--- config.mk ---
export PLATFORM = sky130hd
export DESIGN_NAME = player_press
export DESIGN_NICKNAME = d
export VERILOG_FILES = /design/src/rtl/player_press.sv
export SDC_FILE = /design/constraint.sdc
export NUM_CORES = 1
export LEC_CHECK = 0
export CAP_MARGIN = 5
export CORE_AREA = 4 4 41 43
export DETAILED_ROUTE_END_ITERATION = 8
export DIE_AREA = 0 0 45 47
export PLACE_DENSITY = 0.51
export SLEW_MARGIN = 20
export SYNTH_ARGS = -nofsm -noshare
export SYNTH_HDL_FRONTEND = slang
export SYNTH_SLANG_ARGS = --single-unit
export TNS_END_PERCENT = 30
--- constraint.sdc ---
create_clock -name clk -period 1.9 [get_ports clk]
set_clock_uncertainty 0.1 [all_clocks]
set_input_delay 0.19 -clock clk [delete_from_list [all_inputs] [get_ports clk]]
set_output_delay 0.19 -clock clk [all_outputs]
set_load 0.05 [all_outputs]
--- src/rtl/player_press.sv ---
`timescale 1ns/1ps
// player_press: turns the two raw player keys into single-cycle press events.
//
// Each key passes through a two-flop synchronizer, an optional debounce
// filter and a two-state press detector. Only the IDLE->HELD edge counts as
// a press. The pulse outputs are registered.
//
// Optional feature: define PLAYER_PRESS_DEBOUNCE_EN to compile in the
// debounce filter. Without it the accepted level is the synchronized key, and
// DB_CYCLES is used only for its range check.
//
// Parameters:
//   DB_CYCLES  consecutive stable cycles needed to accept a level change (2..15)
// Ports:
//   clk     system clock, rising edge
//   reset   asynchronous active-low reset
//   keyL    raw left key, asynchronous, high = pressed
//   keyR    raw right key, asynchronous, high = pressed
//   freeze  synchronous game-over; masks L/R/tie while high
//   L       one-cycle pulse per accepted left press
//   R       one-cycle pulse per accepted right press
//   tie     one-cycle pulse when both presses are accepted on the same edge
module player_press #(
  parameter int unsigned DB_CYCLES = 4
) (
  input  logic clk,
  input  logic reset,
  input  logic keyL,
  input  logic keyR,
  input  logic freeze,
  output logic L,
  output logic R,
  output logic tie
);

  localparam int unsigned N_CH = 2;

  typedef enum logic {
    S_IDLE = 1'b0,
    S_HELD = 1'b1
  } state_t;

  if (DB_CYCLES < 2 || DB_CYCLES > 15) begin : g_db_range
    $error("player_press: DB_CYCLES must be in 2..15");
  end

  // Channel 0 is the left key and channel 1 is the right key.
  logic [N_CH-1:0] w_key;
  logic [N_CH-1:0] r_sync1;
  logic [N_CH-1:0] r_sync2;
  logic [N_CH-1:0] w_acc;
  logic [N_CH-1:0] w_press;
  state_t          r_state [N_CH];

  assign w_key = {keyR, keyL};

  // Two-flop synchronizer for the asynchronous keys.
  always_ff @(posedge clk or negedge reset) begin
    if (!reset) begin
      r_sync1 <= '0;
      r_sync2 <= '0;
    end else begin
      r_sync1 <= w_key;
      r_sync2 <= r_sync1;
    end
  end

`ifdef PLAYER_PRESS_DEBOUNCE_EN
  localparam int unsigned CNT_W = 4;

  logic [N_CH-1:0]            r_acc;
  logic [N_CH-1:0][CNT_W-1:0] r_cnt;

  // Debounce filter. The counter runs while the synchronized key disagrees
  // with the accepted level. Any agreement clears it. The level flips on the
  // edge where the counter would reach DB_CYCLES.
  always_ff @(posedge clk or negedge reset) begin
    if (!reset) begin
      r_acc <= '0;
      r_cnt <= '0;
    end else begin
      for (int i = 0; i < N_CH; i++) begin
        if (r_sync2[i] == r_acc[i]) begin
          r_cnt[i] <= '0;
        end else if (r_cnt[i] == CNT_W'(DB_CYCLES - 1)) begin
          r_acc[i] <= r_sync2[i];
          r_cnt[i] <= '0;
        end else begin
          r_cnt[i] <= r_cnt[i] + CNT_W'(1);
        end
      end
    end
  end

  assign w_acc = r_acc;
`else
  assign w_acc = r_sync2;
`endif

  // A press is an accepted high level seen while the channel is still IDLE.
  always_comb begin
    w_press = '0;
    for (int i = 0; i < N_CH; i++) begin
      w_press[i] = (r_state[i] == S_IDLE) && w_acc[i];
    end
  end

  // Press detectors and registered outputs. The detectors keep tracking while
  // frozen, so a key held across unfreeze has already been consumed.
  always_ff @(posedge clk or negedge reset) begin
    if (!reset) begin
      for (int i = 0; i < N_CH; i++) begin
        r_state[i] <= S_IDLE;
      end
      L   <= 1'b0;
      R   <= 1'b0;
      tie <= 1'b0;
    end else begin
      for (int i = 0; i < N_CH; i++) begin
        case (r_state[i])
          S_IDLE:  if (w_acc[i])  r_state[i] <= S_HELD;
          S_HELD:  if (!w_acc[i]) r_state[i] <= S_IDLE;
          default: r_state[i] <= S_IDLE;
        endcase
      end
      L   <= w_press[0] & ~w_press[1] & ~freeze;
      R   <= w_press[1] & ~w_press[0] & ~freeze;
      tie <= w_press[0] &  w_press[1] & ~freeze;
    end
  end

endmodule

==> run metrics <==
CTS buffer count=3; Yosys warnings=0; count leader, synth=dfrtp_1; Post-CTS Resized=0; Final period util=0.875; Cell Area, Synth=267 um2; RSZ-0062 raised after global routing=no; Hold WC Path Type=in2async; Hold Fails Final Rpt=0; Initial Util=0.205; register area share after synthesis=0.845; final WL=373 um; top cell family by delay on the critical path=buffers and inverters; GRT Total Usage=0.0520; Syn Inst Count=14; Site Rows=13; clk buf depth=2; first-pass GRT wire length=717 um; Pre-Repair DR Iteration Count=1; Crit. path cell count=1; Slew Limit Fails=0; peak supply drop=289 uV; PD cells=970 nW/um2; # IOs=8; die extent in y=47 um; core area=1300 um2; CP max FO=1; crit path DAT=1.37 ns; largest cells by area after synthesis=dfrtp_1, nor3b_2, and3b_1; slew margin rel.=0.668; # hold bufs at CTS=0; die area=2120 um2; number of max-cap violations=0; fmax=602 MHz; minimum setup slack among reg-to-reg paths=0.98 ns; Req. time, crit path=1.61 ns; Root Buffer=clkbuf_4; Synth area leader=dfrtp_1; fin area=382 um2; Yosys top cell area share=0.845; area delta synth->final=43.2%; postcts setup bufs=0; Residual DRC=0; FFs w/ async S/R, synth=1.00; status=completed; crit-path max cell delay=0.80 ns; crit path launch=R; ys flop type=dfrtp_1; vias in the first global route=189; Period minus WS final=1.66 ns; Setup TNS=0 ns; CTS tree=yes; via count=150; # diodes=0; crit path cell chain=clkdlybuf4s50_1; CP max-delay cell=clkdlybuf4s50_1; RD Place Congestion=0.611; layout cells sized above 1=0.200; remaining global-route overflow=0; later-pin clock latency in the skew report=0.25 ns; Die X=45 um; final net count=31; Post-synth EDFFs=0; Crit Reg-Reg Endpoint=R; syn nets=19; vias per std cell=3.75; post-route ant nets=0; quantity of I/O buffers inserted on ports=7; CP Launch Type=flip-flop; WL/cell=9.33 um; initial antenna violation count=0; H-Tree Depth=1; Leak=0.168 nW; Tightest Pin Transition=0.497 ns; Buf+Inv Stages, Crit Path=1; Netlist cell types=6; Initial DRC Count=0; Setup crit end kind=output pin; R2R cell count=2; Yosys reg bits=9; Mean Syn Cell Area=19.0 um2; Placed Area=355 um2; reg2reg start=r_state[1]; clk slew on worst S/H paths=0.06 ns; # setup viols final=0; CP endpoint=R; crit path kind=reg2out; clk sinks=9; largest net degree at the start of global routing=10
## cell usage in the layout, fill, tap and decap left out
master | Yosys | layout
nor3b_2 | 1 | 1
clkdlybuf4s50_1 | 0 | 7
nor2b_2 | 1 | 1
dfrtp_1 | 9 | 9
and3b_1 | 1 | 1
clkbuf_4 | 0 | 3
nand2b_1 | 1 | 1
clkbuf_1 | 0 | 1
nor3_1 | 1 | 1
## worst min-delay path by stage
| stage | slack, ns | start | end | cells after the start |
|---|---|---|---|---|
| 2_1_floorplan | -0.21 | reset | L | 0 |
| 3_3_place_gp | 0.24 | r_sync1[0] | r_sync2[0] | 0 |
| 3_5_place_dp | 0.24 | r_sync1[0] | r_sync2[0] | 0 |
| 4_1_cts | 0.13 | reset | R | 1 |
| 5_1_grt | 0.17 | reset | r_state[0] | 1 |
| 6_report | 0.13 | reset | r_state[0] | 1 |
## where the power goes
group          total, mW  internal [mW]  switching, mW
Combinational     0.0271         0.0130         0.0141
Sequential         0.203          0.200        0.00260
Clock              0.140         0.0805         0.0599
## routing by layer
layer  global-route usage  vias to the layer above  wire (um)
met4               0.0702                        0          0
met2               0.0734                        8        167
met5                    0                        -          0
met3               0.0268                        0         64
met1               0.0472                       75        141
li1                     -                       67          -
## registers in the layout (all words and copies together), names as in the netlist
register,flops
tie,1
r_sync1,2
r_state,2
R,1
r_sync2,2
L,1
## metrics by stage
step                cells  hold slack (ns)  setup WS, ns  total power [mW]  utilization
floorplan              14           -0.206          1.01             0.216            -
global placement       36            0.235         0.516             0.233        0.273
detailed placement     36            0.238         0.500             0.234        0.273
CTS                    40            0.132         0.215             0.379        0.293
global route           40            0.166         0.195             0.391        0.293
finish                 40            0.127         0.238             0.370        0.293
## cell families after synthesis
kind of cell,after synthesis,synth area share
and+or+nand+nor,5,0.155
DFF,9,0.845
## cell type report
type,count,area [um2]
Clock buffer,4,26.3
Fill cell,145,920
Multi-Input combinational cell,5,41.3
Sequential cell,9,225
Tap cell,15,18.8
Timing Repair Buffer,7,70.1
Note: power is estimated with default switching activity, not from simulation.
